$ cat src/rtl/mult_pkg.sv
// Shared types and width helpers for the iterative shift-add multiplier.
// The state type is shared so checkers bound to the debug port decode it consistently.
package mult_pkg;

    typedef enum logic [1:0] {
        IDLE = 2'd0,
        BUSY = 2'd1,
        DONE = 2'd2
    } state_t;

    // Full-precision width of a signed (a_w+1)-bit by unsigned b_w-bit product.
    function automatic int prod_w(input int a_w, input int b_w);
        return a_w + b_w + 1;
    endfunction

    // Width of the iteration index, which counts 0 .. b_w-1.
    function automatic int idx_w(input int b_w);
        return (b_w > 1) ? $clog2(b_w) : 1;
    endfunction

endpackage

$ cat src/rtl/mult_pp_row.sv
// One partial-product row: the signed operand sign-extended to product width
// and shifted left by the current iteration index.
module mult_pp_row
    import mult_pkg::*;
#(
    parameter int A_W = 8,
    parameter int B_W = 8,
    localparam int P_W = prod_w(A_W, B_W),
    localparam int IDX_W = idx_w(B_W)
) (
    input  logic [A_W:0]     a_s,
    input  logic [IDX_W-1:0] idx,
    output logic [P_W-1:0]   row
);

    logic [P_W-1:0] a_ext;

    always_comb begin
        a_ext = {{B_W{a_s[A_W]}}, a_s};
        row   = a_ext << idx;
    end

endmodule

$ cat src/rtl/mult_iter.sv
// Iterative signed-by-unsigned multiplier: one b bit per BUSY cycle, stopping
// as soon as the remaining b bits are all zero.
//
// Handshakes: a transfer happens on a rising edge where valid & ready are both 1;
// the sender holds its payload until that edge, and ready never depends on valid.
module mult_iter
    import mult_pkg::*;
#(
    parameter int A_W = 8,
    parameter int B_W = 8,
    localparam int P_W = prod_w(A_W, B_W),
    localparam int IDX_W = idx_w(B_W)
) (
    input  logic           clk,
    input  logic           rst,
    input  logic           in_valid,
    output logic           in_ready,
    input  logic           as,
    input  logic [A_W-1:0] a,
    input  logic [B_W-1:0] b,
    output logic           out_valid,
    input  logic           out_ready,
    output logic [P_W-1:0] mul,
    output logic [1:0]     dbg_state
);

    state_t           state;
    logic [A_W:0]     a_reg;
    logic [B_W-1:0]   b_reg;
    logic [B_W-1:0]   b_shift;
    logic [IDX_W-1:0] idx;
    logic [P_W-1:0]   acc;
    logic [P_W-1:0]   acc_next;
    logic [P_W-1:0]   row;

    mult_pp_row #(
        .A_W(A_W),
        .B_W(B_W)
    ) u_pp_row (
        .a_s(a_reg),
        .idx(idx),
        .row(row)
    );

    always_comb begin
        b_shift  = b_reg >> 1;
        acc_next = b_reg[0] ? (acc + row) : acc;
    end

    assign in_ready  = (state == IDLE);
    assign out_valid = (state == DONE);
    assign dbg_state = state;

    // mul is a separate register so the previous product survives the
    // accumulator being cleared when the next operand set is accepted.
    always_ff @(posedge clk) begin
        if (rst) begin
            state <= IDLE;
            a_reg <= '0;
            b_reg <= '0;
            idx   <= '0;
            acc   <= '0;
            mul   <= '0;
        end else begin
            case (state)
                IDLE: begin
                    if (in_valid) begin
                        a_reg <= {as, a};
                        b_reg <= b;
                        idx   <= '0;
                        acc   <= '0;
                        state <= BUSY;
                    end
                end
                BUSY: begin
                    acc   <= acc_next;
                    b_reg <= b_shift;
                    idx   <= idx + IDX_W'(1);
                    if (b_shift == '0) begin
                        mul   <= acc_next;
                        state <= DONE;
                    end
                end
                DONE: begin
                    if (out_ready) begin
                        state <= IDLE;
                    end
                end
                default: state <= IDLE;
            endcase
        end
    end

endmodule

$ cat config.mk
export PLATFORM = sky130hd
export DESIGN_NAME = mult_iter
export DESIGN_NICKNAME = d
export VERILOG_FILES = /design/src/rtl/mult_pkg.sv /design/src/rtl/mult_pp_row.sv /design/src/rtl/mult_iter.sv
export SDC_FILE = /design/constraint.sdc
export NUM_CORES = 1
export LEC_CHECK = 0
export ABC_AREA = 0
export CAP_MARGIN = 20
export CELL_PAD_IN_SITES_DETAIL_PLACEMENT = 1
export CELL_PAD_IN_SITES_GLOBAL_PLACEMENT = 1
export CORE_UTILIZATION = 35
export DETAILED_ROUTE_END_ITERATION = 16
export HOLD_SLACK_MARGIN = 0.1
export PLACE_DENSITY = 0.65
export SYNTH_ARGS = -nofsm -noshare
export SYNTH_HDL_FRONTEND = slang
export SYNTH_SLANG_ARGS = --single-unit
export TNS_END_PERCENT = 30
$ cat constraint.sdc
create_clock -name clk -period 4.5 [get_ports clk]
set_input_delay 0.45 -clock clk [delete_from_list [all_inputs] [get_ports clk]]
set_output_delay 0.45 -clock clk [all_outputs]
set_load 0.05 [all_outputs]
==> key figures, run 1 <==
Critical path
  – Crit-path leading delay family: multiplexers
  – CP arrival: about 3600 ps
  – Peak per-stage delay on the critical path: between 700 and 800 ps
  – Crit end category: flop
  – Startpoint type of the worst setup path: flop
  – Critical path type: flop to flop
  – Reg-to-reg endpoint: acc[16]$_SDFFE_PP0P_
  – R2R depth: 10
  – Critical Path Fanout Max: 18
  – FF-to-FF setup slack: 1100 ps
  – Setup crit start: idx[1]$_SDFFE_PP0P_
  – CP bufs+invs: 0
  – Critical Path RT: 4720 ps
  – Slowest cell on crit path: dfxtp_1
  – CP Depth: 10
  – FF-to-FF Start: idx[1]$_SDFFE_PP0P_
  – Capture point of the worst path: acc[16]$_SDFFE_PP0P_
  – Crit path cell chain: mux2_2 > mux2i_1 > o21ai_0 > ha_1 > and3_1 > o21a_1 > a311o_1 > o21ai_2 > nand3_2 > mux2_4

STA
  – Worst-Margin Slew: 855.4 ps
  – Slew Limit Headroom: a little over two fifths
  – Final hold vios: 0
  – Min Tclk post-route: roughly 3400 ps
  – Skew final: 15.84 ps
  – Fin Setup TNS: 0 ps
  – RSZ-0062 raised after global routing: no
  – Final setup violation count: 0
  – Slew Limit Fails: 0
  – Hold slack: between 400 and 500 ps
  – Fin crit share: roughly three quarters
  – FMAX: around 0.3 GHz

Place
  – Routability cong.: 0.8539
  – Port Buffers: 41
  – Hpwl dp: about 7500 um
  – DP Area: approximately 0.004 mm^2

Final layout
  – Final Cell Area: between 0.004 and 0.005 mm^2
  – Ratio of cells with drive above 1 in the final layout: 7.923%
  – Multi-input gate area: 0.002230 mm^2
  – Antenna cells: 0
  – Nets: 506
  – Final Core Density: around two fifths
  – Register Area: roughly 0.0011 mm^2
  – Filler Cell Count: about 1.2k
  – Area grow syn2layout: 16.32%

GRT
  – Congestion Overflow GR: 0
  – Initial antenna violation count: 0
  – Largest net degree at the start of global routing: 55
  – Via count of the first global-routing pass: around 3.4k
  – First-pass GRT wire length: 17,420 um
  – GRT Util Overall: around a fifth

Floorplan
  – Die Ht: a little over 100 um
  – Core area: a little under 0.01 mm^2
  – Row cnt: 36
  – Die area: ~0.010 mm^2
  – Starting density of the core: between 30% and 40%
  – Die Width: slightly above 100 um
  – I/O Pins: between 40 and 50

Pwr
  – Int Pwr: 0.0007960 W
  – Logic pwr share: ~31%
  – Power Dens Cells: ~300 mW/mm^2
  – Seq pwr share: a little under half
  – Switching Share: approximately 36%
  – Clock network fraction of total power: a little under a quarter
  – Switching power: about 0.00045 W
  – Worst IR Drop VDD: about 0.00012 V
  – Static leakage: ~1.5 nW
  – Power Total: roughly 0.0012 W

Clock network
  – Post-cts sizing count: 0
  – Clock Sinks: 56
  – H-tree levels: 2
  – Number of hold buffers added after cts: 0
  – Clk pin slew, worst setup/hold paths: 110 ps
  – Clock root buffer: clkbuf_8
  – Max clock buf depth: 2
  – Clk Latency, worst-skew pair: 320 ps
  – CTS tree: yes
  – CTS Buf Count: 5
  – Post-CTS Repair Setup Buffers: 0

Routing
  – Routed WL per cell: about 17 um
  – Drt pass-1 iters: 4
  – Drt via density: around 5.5
  – Vias: about 3.3k
  – DRC Markers: 0
  – Total wire length: about 10,000 um
  – Iter 0 DRT Violations: 110
  – Post-DRT Antenna Nets: 0

Synth
  – Yosys top cell area share: roughly a third
  – Synth Instances: between 400 and 500
  – Library cells used by synthesis: 58
  – Post-synth top cells: 62 x nand2_1, 56 x dfxtp_1, 38 x nor2_1
  – Ys Warns: 0
  – Post-synthesis cell area: between 0.003 and 0.004 mm^2
  – Ys flop type: dfxtp_1
  – Main area contributors after synthesis: dfxtp_1 32%, nand2_1 6.6%, ha_1 6.0%
  – Register area share after synthesis: 31.80%
  – Count leader, synth: nand2_1
  – Synthesized flop and latch total: 56
  – EDFF count, synth: 0
  – Syn_nets: 485
  – Area leader, netlist: dfxtp_1
  – Mean Syn Cell Area: 7.906 um^2
  – Asr flop ratio synth: 0%

Worst hold path
  – Worst hold-check path type: flop to flop

Run
  – Max-cap viol count: 0

Status
  – Status: complete, no violations
-- layout by cell type (no fill, tap or decap), types with 3 or more instances in the layout --
cell	n
o31ai_1	5
a211oi_1	5
nor3_1	13
nor2b_1	3
and3_1	3
nand3_1	25
mux2_2	10
o21a_1	3
inv_1	6
a21oi_1	35
clkdlybuf4s50_1	40
buf_4	5
a311oi_1	12
nor4b_1	3
ha_1	17
a22oi_1	3
o21ai_0	21
nor2_1	38
nand2_1	62
clkbuf_8	6
nand2b_1	9
xnor2_1	9
a21o_1	8
nand4_1	3
a31oi_1	7
dfxtp_1	56
and2_1	4
mux2i_1	16
o21ai_1	4
-- power by group through the flow --
stage,Clock (W),Sequential (W),Combinational [W]
after detailed placement,0,0.000582,0.000381
after floorplan,0,0.000617,0.000227
after global routing,0.000325,0.000575,0.000425
after CTS,0.000313,0.000570,0.000383
after global placement,0,0.000580,0.000376
final,0.000293,0.000570,0.000385
-- per-layer routing --
metal	GRT usage, %	vias up	wire, um
met5	0	-	0
met4	7.802	0	206
met3	3.283	10	239
met2	36.76	35	4917
met1	27.00	1591	4863
li1	-	1657	-
-- worst min-delay path, cell delays in order, from the launching register on --
cell	delay (ps)
dfxtp_1	330
nand2_1	50
a21oi_1	50
-- how the worst min path moves through the flow --
stage,start,to,slack [ps],cells after the start
after floorplan,a_reg[4]$_SDFFE_PP0P_,a_reg[4]$_SDFFE_PP0P_,450,2
after global placement,mul[8]$_SDFFE_PP0P_,mul[8]$_SDFFE_PP0P_,450,2
after detailed placement,mul[8]$_SDFFE_PP0P_,mul[8]$_SDFFE_PP0P_,450,2
after CTS,mul[8]$_SDFFE_PP0P_,mul[8]$_SDFFE_PP0P_,470,2
after global routing,mul[8]$_SDFFE_PP0P_,mul[8]$_SDFFE_PP0P_,510,2
final,mul[8]$_SDFFE_PP0P_,mul[8]$_SDFFE_PP0P_,470,2
-- area by class of cell --
class / instances / area share (%)
clock buffers: 6 / 2.013
well taps: 133 / 4.057
multi-input cells: 351 / 54.36
inverters: 6 / 0.5491
clock inverters: 1 / 0.2135
repair buffers: 47 / 11.47
flip-flops and latches: 56 / 27.33
-- through the flow --
step / cells / worst slack, ps
after detailed placement: 592 / 1098
after CTS: 599 / 1091
after global placement: 592 / 1160
after floorplan: 446 / 1482
final: 600 / 1102
after global routing: 600 / 821.4
-- logic make-up (layout without fill, tap and decap cells) --
group                      Yosys count  in the layout  synth area share (%)
and+or+nand+nor                    173            173                 22.89
AOI/OAI and AO/OA                  123            123                 23.10
DFF                                 56             56                 31.80
buffers and inverters               39             60                 4.968
muxes                               27             27                 8.162
adders and majority gates           18             18                 6.600
xor gates and xnor gates            10             10                 2.484
No activity file was read; power rests on OpenSTA's default activity.
==> inputs of run 2 (changes only) <==
--- a/config.mk
+++ b/config.mk
@@ -12,7 +12,7 @@
 export CORE_UTILIZATION = 35
 export DETAILED_ROUTE_END_ITERATION = 16
 export HOLD_SLACK_MARGIN = 0.1
-export PLACE_DENSITY = 0.65
+export PLACE_DENSITY = 0.68
 export SYNTH_ARGS = -nofsm -noshare
 export SYNTH_HDL_FRONTEND = slang
 export SYNTH_SLANG_ARGS = --single-unit
==> constraint.sdc (replaced) <==
create_clock -name clk -period 2.95 [get_ports clk]
set_input_delay 0.295 -clock clk [delete_from_list [all_inputs] [get_ports clk]]
set_output_delay 0.295 -clock clk [all_outputs]
set_load 0.05 [all_outputs]
==> run 2 against run 1 <==
Net effect:
- worst hold slack improved by 12 ps
- first-iteration DRC count shrank 18%
- total power grew 60%
- setup slack worse by 1000 ps
==> key figures, run 2 (synthesis gave the netlist of run 1 again) <==
Status
  – Status: complete, no violations

Pwr
  – Worst IR Drop VDD: 0.0002202 V (+77%)
  – Power Dens Cells: 443.2 mW/mm^2 (+46%)
  – Int Pwr: 0.001247 W (+57%)
  – Seq pwr share: 43.2% (-2.4 points)
  – Clock network fraction of total power: 22.6% (-0.9 points)
  – Switching power: 0.0007462 W (+65%)
  – Switching Share: 37.45% (+1.2 points)
  – Static leakage: 1.699 nW (+15%)
  – Logic pwr share: 34.2% (+3.3 points)

Final layout
  – Most frequent cells in the layout: 62 x nand2_1, 53 x dfxtp_1, 40 x clkdlybuf4s50_1
  – Fin cells: 632 (+5.3%)
  – Area grow syn2layout: 27.54%
  – Nets: 537 (+6.1%)
  – Filler Cell Count: 1,196 (-2.0%)
  – Commonest non-fill, non-tap cell in the layout: nand2_1
  – Ratio of cells with drive above 1 in the final layout: 18.84% (+11 points)
  – Antenna cells: 0 (unchanged)

Clock network
  – Number of hold buffers added after cts: 0 (unchanged)
  – Clk pin slew, worst setup/hold paths: 110 ps (about the same)
  – Max clock buf depth: 2 (unchanged)
  – H-tree levels: 2 (unchanged)
  – Clock root buffer: clkbuf_8
  – Clock Sinks: 56 (unchanged)
  – CTS tree: yes
  – Clk Latency, worst-skew pair: 320 ps (about the same)
  – CTS Buf Count: 5 (unchanged)

Routing
  – Vias: 3,510 (+6.6%)
  – Drt pass-1 iters: 4 (unchanged)
  – Routed WL per cell: 17.69 um (+3.8%)
  – Post-DRT Antenna Nets: 0 (unchanged)
  – Drt via density: 5.554 (+1.2%)
  – DRC Markers: 0 (unchanged)
  – Total wire length: 11,180 um (+9.3%)
  – Iter 0 DRT Violations: 90 (-18%)

Floorplan
  – I/O Pins: 42 (unchanged)
  – Die area: 0.01048 mm^2 (unchanged)
  – Core area: 0.009774 mm^2 (unchanged)
  – Die Width: 102.4 um (unchanged)
  – Starting density of the core: 36.07% (unchanged)
  – Die Ht: 102.4 um (unchanged)
  – Row cnt: 36 (unchanged)

GRT
  – Via count of the first global-routing pass: 3,509 (+2.5%)
  – GRT Util Overall: 21.81% (+0.42 points)
  – First-pass GRT wire length: 17,770 um (+2.1%)
  – Initial antenna violation count: 0 (unchanged)
  – Largest net degree at the start of global routing: 54 (-1.8%)
  – Congestion Overflow GR: 0 (unchanged)

Critical path
  – Startpoint type of the worst setup path: flop
  – CP arrival: 3130 ps (-490 ps)
  – Critical Path Fanout Max: 8 (-10)
  – Critical Path RT: 3200 ps (-1520 ps)
  – Critical path type: flop to flop
  – Crit end category: flop

Place
  – Hpwl dp: 7915 um (+5.4%)
  – Port Buffers: 41 (unchanged)
  – Placed instance count: 615 (+3.9%)
  – Routability cong.: 0.9042 (+5.9%)

STA
  – FMAX: 0.3466 GHz (+18%)
  – Slew Limit Fails: 0 (unchanged)
  – Worst-Margin Slew: 859.7 ps (+4.271 ps)
  – Fin crit share: 97.80% (+22 points)
  – Min Tclk post-route: 2885 ps (-512.9 ps)
  – Slew Limit Headroom: 42.48% (-0.29 points)
  – Final hold vios: 0 (unchanged)
  – Fin Setup TNS: 0 ps (unchanged)
  – RSZ-0062 raised after global routing: yes
  – Skew final: 8.113 ps (-7.727 ps)
  – Final setup violation count: 0 (unchanged)

Worst hold path
  – Worst hold-check path type: flop to flop

Run
  – Max-cap viol count: 0 (unchanged)
## run 2: cell types whose count changed in the layout (fill, tap and decap cells not counted), sizes merged
| cell | change |
|---|---|
| buf | +31 |
| inv | +1 |
## run 2: worst paths after layout
kind	startpoint	end	slack (ps)	depth (start not counted)
worst min register to register	mul[8]$_SDFFE_PP0P_	mul[8]$_SDFFE_PP0P_	480	2
worst max-delay path	idx[1]$_SDFFE_PP0P_	acc[12]$_SDFFE_PP0P_	70	11
worst min-delay path	mul[8]$_SDFFE_PP0P_	mul[8]$_SDFFE_PP0P_	480	2
worst max register to register	idx[1]$_SDFFE_PP0P_	acc[12]$_SDFFE_PP0P_	70	11
## run 2: power by group through the flow
stage | registers [W] | clock network, W | logic [W]
floorplan | 0.000941 | 0 | 0.000346
global placement | 0.000871 | 0 | 0.000620
detailed placement | 0.000873 | 0 | 0.000637
CTS | 0.000857 | 0.000463 | 0.000642
global route | 0.000867 | 0.000488 | 0.000737
finish | 0.000860 | 0.000451 | 0.000681
## run 2: per-stage QoR
| step | worst slack (ps) | hold WS [ps] | utilization (%) | power, W | area [um^2] |
|---|---|---|---|---|---|
| 2_1_floorplan | -3.137 | 431.0 | - | 0.001287 | 3527 |
| 3_3_place_gp | 6.871 | 448.4 | 42.51 | 0.001491 | 4155 |
| 3_5_place_dp | -119.6 | 459.5 | 42.51 | 0.001511 | 4155 |
| 4_1_cts | -8.307 | 479.6 | 43.55 | 0.001961 | 4257 |
| 5_1_grt | -58.84 | 506.2 | 46.01 | 0.002092 | 4497 |
| 6_report | 65.03 | 479.3 | 46.01 | 0.001993 | 4497 |
## run 2: per-layer routing
metal  vias to the layer above  track usage [%]  part of all wire, %
li1                       1717                -                    -
met1                      1723            27.67                   46
met2                        50            38.26                   49
met3                        20            3.078                  2.6
met5                         -                0                    0
met4                         0            6.374                  2.2
## run 2: worst max-delay path, cell delays in order (launching register included)
cell and delay (ps):
dfxtp_4 370, buf_12 150, mux2i_4 180, mux2_4 280
o22ai_2 140, ha_1 280, a21o_1 230, a221o_1 420
a21oi_2 270, o21ai_2 110, xnor2_2 150, o31ai_1 220
## run 2: cell type report
type	count	area, um^2	area share [%]
flip-flops and latches	56	1127	25.07
clock buffers	6	72.57	1.614
multi-input cells	351	2387	53.09
well taps	133	166.4	3.701
inverters	6	22.52	0.5008
clock inverters	2	13.76	0.3061
repair buffers	78	706.9	15.72
## run 2: what timing repair did
action                     in CTS  in global routing
setup endpoints to repair       8                 22
setup buffers                   0                  9
cloned                          0                  0
pin swaps                       1                 25
resized for setup               3                 41
==> inputs of run 3 (changes only) <==
--- a/config.mk
+++ b/config.mk
@@ -9,6 +9,7 @@
 export CAP_MARGIN = 20
 export CELL_PAD_IN_SITES_DETAIL_PLACEMENT = 1
 export CELL_PAD_IN_SITES_GLOBAL_PLACEMENT = 1
+export CORE_MARGIN = 8
 export CORE_UTILIZATION = 35
 export DETAILED_ROUTE_END_ITERATION = 16
 export HOLD_SLACK_MARGIN = 0.1
==> run 3 against run 2 <==
Net effect:
- sequential power about the same
- clock skew down 0.57 ps
- critical path depth down 1
- utilization down 0.090 points
- final cell count down 0.16%
- highest routed layer unchanged
- clock-buffer cell count down 1
- first-iteration DRC count up 60%
- register-to-register slack worse by 30 ps
==> key figures, run 3 (synthesis gave the netlist of run 1 again) <==
Status
  – Status: complete, no violations

Floorplan
  – Starting density of the core: 36.07% (unchanged)
  – Die area: 0.01354 mm^2 (+29%)
  – Die Width: 116.4 um (+14%)
  – Row cnt: 36 (unchanged)
  – Die Ht: 116.4 um (+14%)
  – I/O Pins: 42 (unchanged)
  – Core area: 0.009774 mm^2 (unchanged)

Critical path
  – Crit end category: flop
  – Critical path type: flop to flop
  – CP arrival: 3140 ps (about the same)
  – Critical Path RT: 3180 ps (-20 ps)
  – Startpoint type of the worst setup path: flop
  – Critical Path Fanout Max: 8 (unchanged)

Pwr
  – Worst IR Drop VDD: 0.0001924 V (-13%)
  – Static leakage: 1.671 nW (-1.7%)
  – Power Dens Cells: 444.6 mW/mm^2 (+0.33%)

STA
  – Slew Limit Headroom: 45.87% (+3.4 points)
  – Final setup violation count: 0 (unchanged)
  – Skew final: 7.542 ps (-0.5713 ps)
  – Final setup margin: 38.90 ps (-26.13 ps)
  – RSZ-0062 raised after global routing: yes
  – Fin crit share: 98.68% (+0.89 points)
  – FMAX: 0.3435 GHz (-0.90%)
  – Worst-Margin Slew: 808.9 ps (-50.73 ps)
  – Hold slack: 367.4 ps (-112.0 ps)
  – Final hold vios: 0 (unchanged)
  – Min Tclk post-route: 2911 ps (+26.13 ps)
  – Slew Limit Fails: 0 (unchanged)

Final layout
  – Antenna cells: 0 (unchanged)
  – Ratio of cells with drive above 1 in the final layout: 18.47% (-0.36 points)
  – Area grow syn2layout: 27.29%
  – Commonest non-fill, non-tap cell in the layout: nand2_1
  – Nets: 536 (-0.19%)
  – Most frequent cells in the layout: 62 x nand2_1, 54 x dfxtp_1, 40 x clkdlybuf4s50_1
  – Fin cells: 631 (-0.16%)

Clock network
  – Clk pin slew, worst setup/hold paths: 110 ps (about the same)
  – H-tree levels: 2 (unchanged)
  – CTS Buf Count: 5 (unchanged)
  – Clock root buffer: clkbuf_8
  – Clock Sinks: 56 (unchanged)
  – CTS tree: yes
  – Max clock buf depth: 2 (unchanged)
  – Clk Latency, worst-skew pair: 330 ps (about the same)
  – Number of hold buffers added after cts: 0 (unchanged)

GRT
  – GRT Util Overall: 17.12% (-4.7 points)
  – Initial antenna violation count: 0 (unchanged)
  – First-pass GRT wire length: 18,370 um (+3.3%)
  – Congestion Overflow GR: 0 (unchanged)
  – Via count of the first global-routing pass: 3,598 (+2.5%)
  – Largest net degree at the start of global routing: 38 (-30%)

Place
  – Port Buffers: 41 (unchanged)
  – Placed instance count: 617 (+0.33%)
  – Hpwl dp: 8382 um (+5.9%)
  – Routability cong.: 0.9078 (+0.40%)
  – Place WS: -6.397 ps (+113.2 ps)

Routing
  – Vias: 3,501 (-0.26%)
  – Iter 0 DRT Violations: 144 (+60%)
  – Drt via density: 5.548 (about the same)
  – Total wire length: 11,450 um (+2.4%)
  – Drt pass-1 iters: 5 (+1)
  – DRC Markers: 0 (unchanged)
  – Post-DRT Antenna Nets: 0 (unchanged)
  – Routed WL per cell: 18.15 um (+2.6%)

Run
  – Max-cap viol count: 0 (unchanged)

Worst hold path
  – Worst hold-check path type: input pin to flop
[run 3: repair_timing]
| item | 4_1_cts | 5_1_grt |
|---|---|---|
| buffers inserted | 0 | 6 |
| pin swaps | 0 | 16 |
| gates resized for setup | 6 | 33 |
| endpoints found under the setup margin | 9 | 15 |
| cloned | 0 | 0 |
[run 3: final cells by class]
type | instances | area (um^2)
Multi-Input combinational cell | 351 | 2391
Clock inverter | 3 | 21.27
Clock buffer | 5 | 68.82
Timing Repair Buffer | 77 | 691.9
Tap cell | 133 | 166.4
Sequential cell | 56 | 1126
Inverter | 6 | 22.52
Fill cell | 1183 | 5286
[run 3: report_power, final]
group	switching, W	leakage, nW	internal (W)
Combinational	0.000419	1.17	0.000262
Clock	0.000286	0.0445	0.000170
Sequential	0.0000469	0.457	0.000812
Total	0.000752	1.67	0.00124
[run 3: path summary, 6_finish.rpt]
check        cells after the start                   end  slack [ps]                start
min reg2reg                      2   mul[8]$_SDFFE_PP0P_         460  mul[8]$_SDFFE_PP0P_
max reg2reg                     10  acc[16]$_SDFFE_PP0P_          40  idx[0]$_SDFFE_PP0P_
min                              2   idx[0]$_SDFFE_PP0P_         370                  rst
max                             10  acc[16]$_SDFFE_PP0P_          40  idx[0]$_SDFFE_PP0P_
[run 3: metal layers]
metal	GRT usage, %	wire length (um)	vias up
li1	-	-	1717
met1	20.75	5252	1732
met2	30.82	5767	43
met3	2.585	316	9
met4	4.235	117	0
met5	0	0	-
[run 3: through the flow]
step,instance area [um^2],total power (W),utilization (%),setup TNS (ps)
after floorplan,3527,0.001287,-,-3.137
final,4488,0.001996,45.92,0
after detailed placement,4170,0.001517,42.67,-15.29
after global routing,4488,0.002109,45.92,-253.2
after CTS,4289,0.001975,43.88,0
after global placement,4170,0.001501,42.67,0
[run 3: worst max-delay path: stages, from the launching register on]
cell and delay [ps]:
dfxtp_2 390, buf_4 180, mux2i_1 340, nor3_2 120, fa_1 450, a21o_1 220, a221o_1 390, and2_4 190
o21ai_2 140, nand3_2 100, mux2_4 290
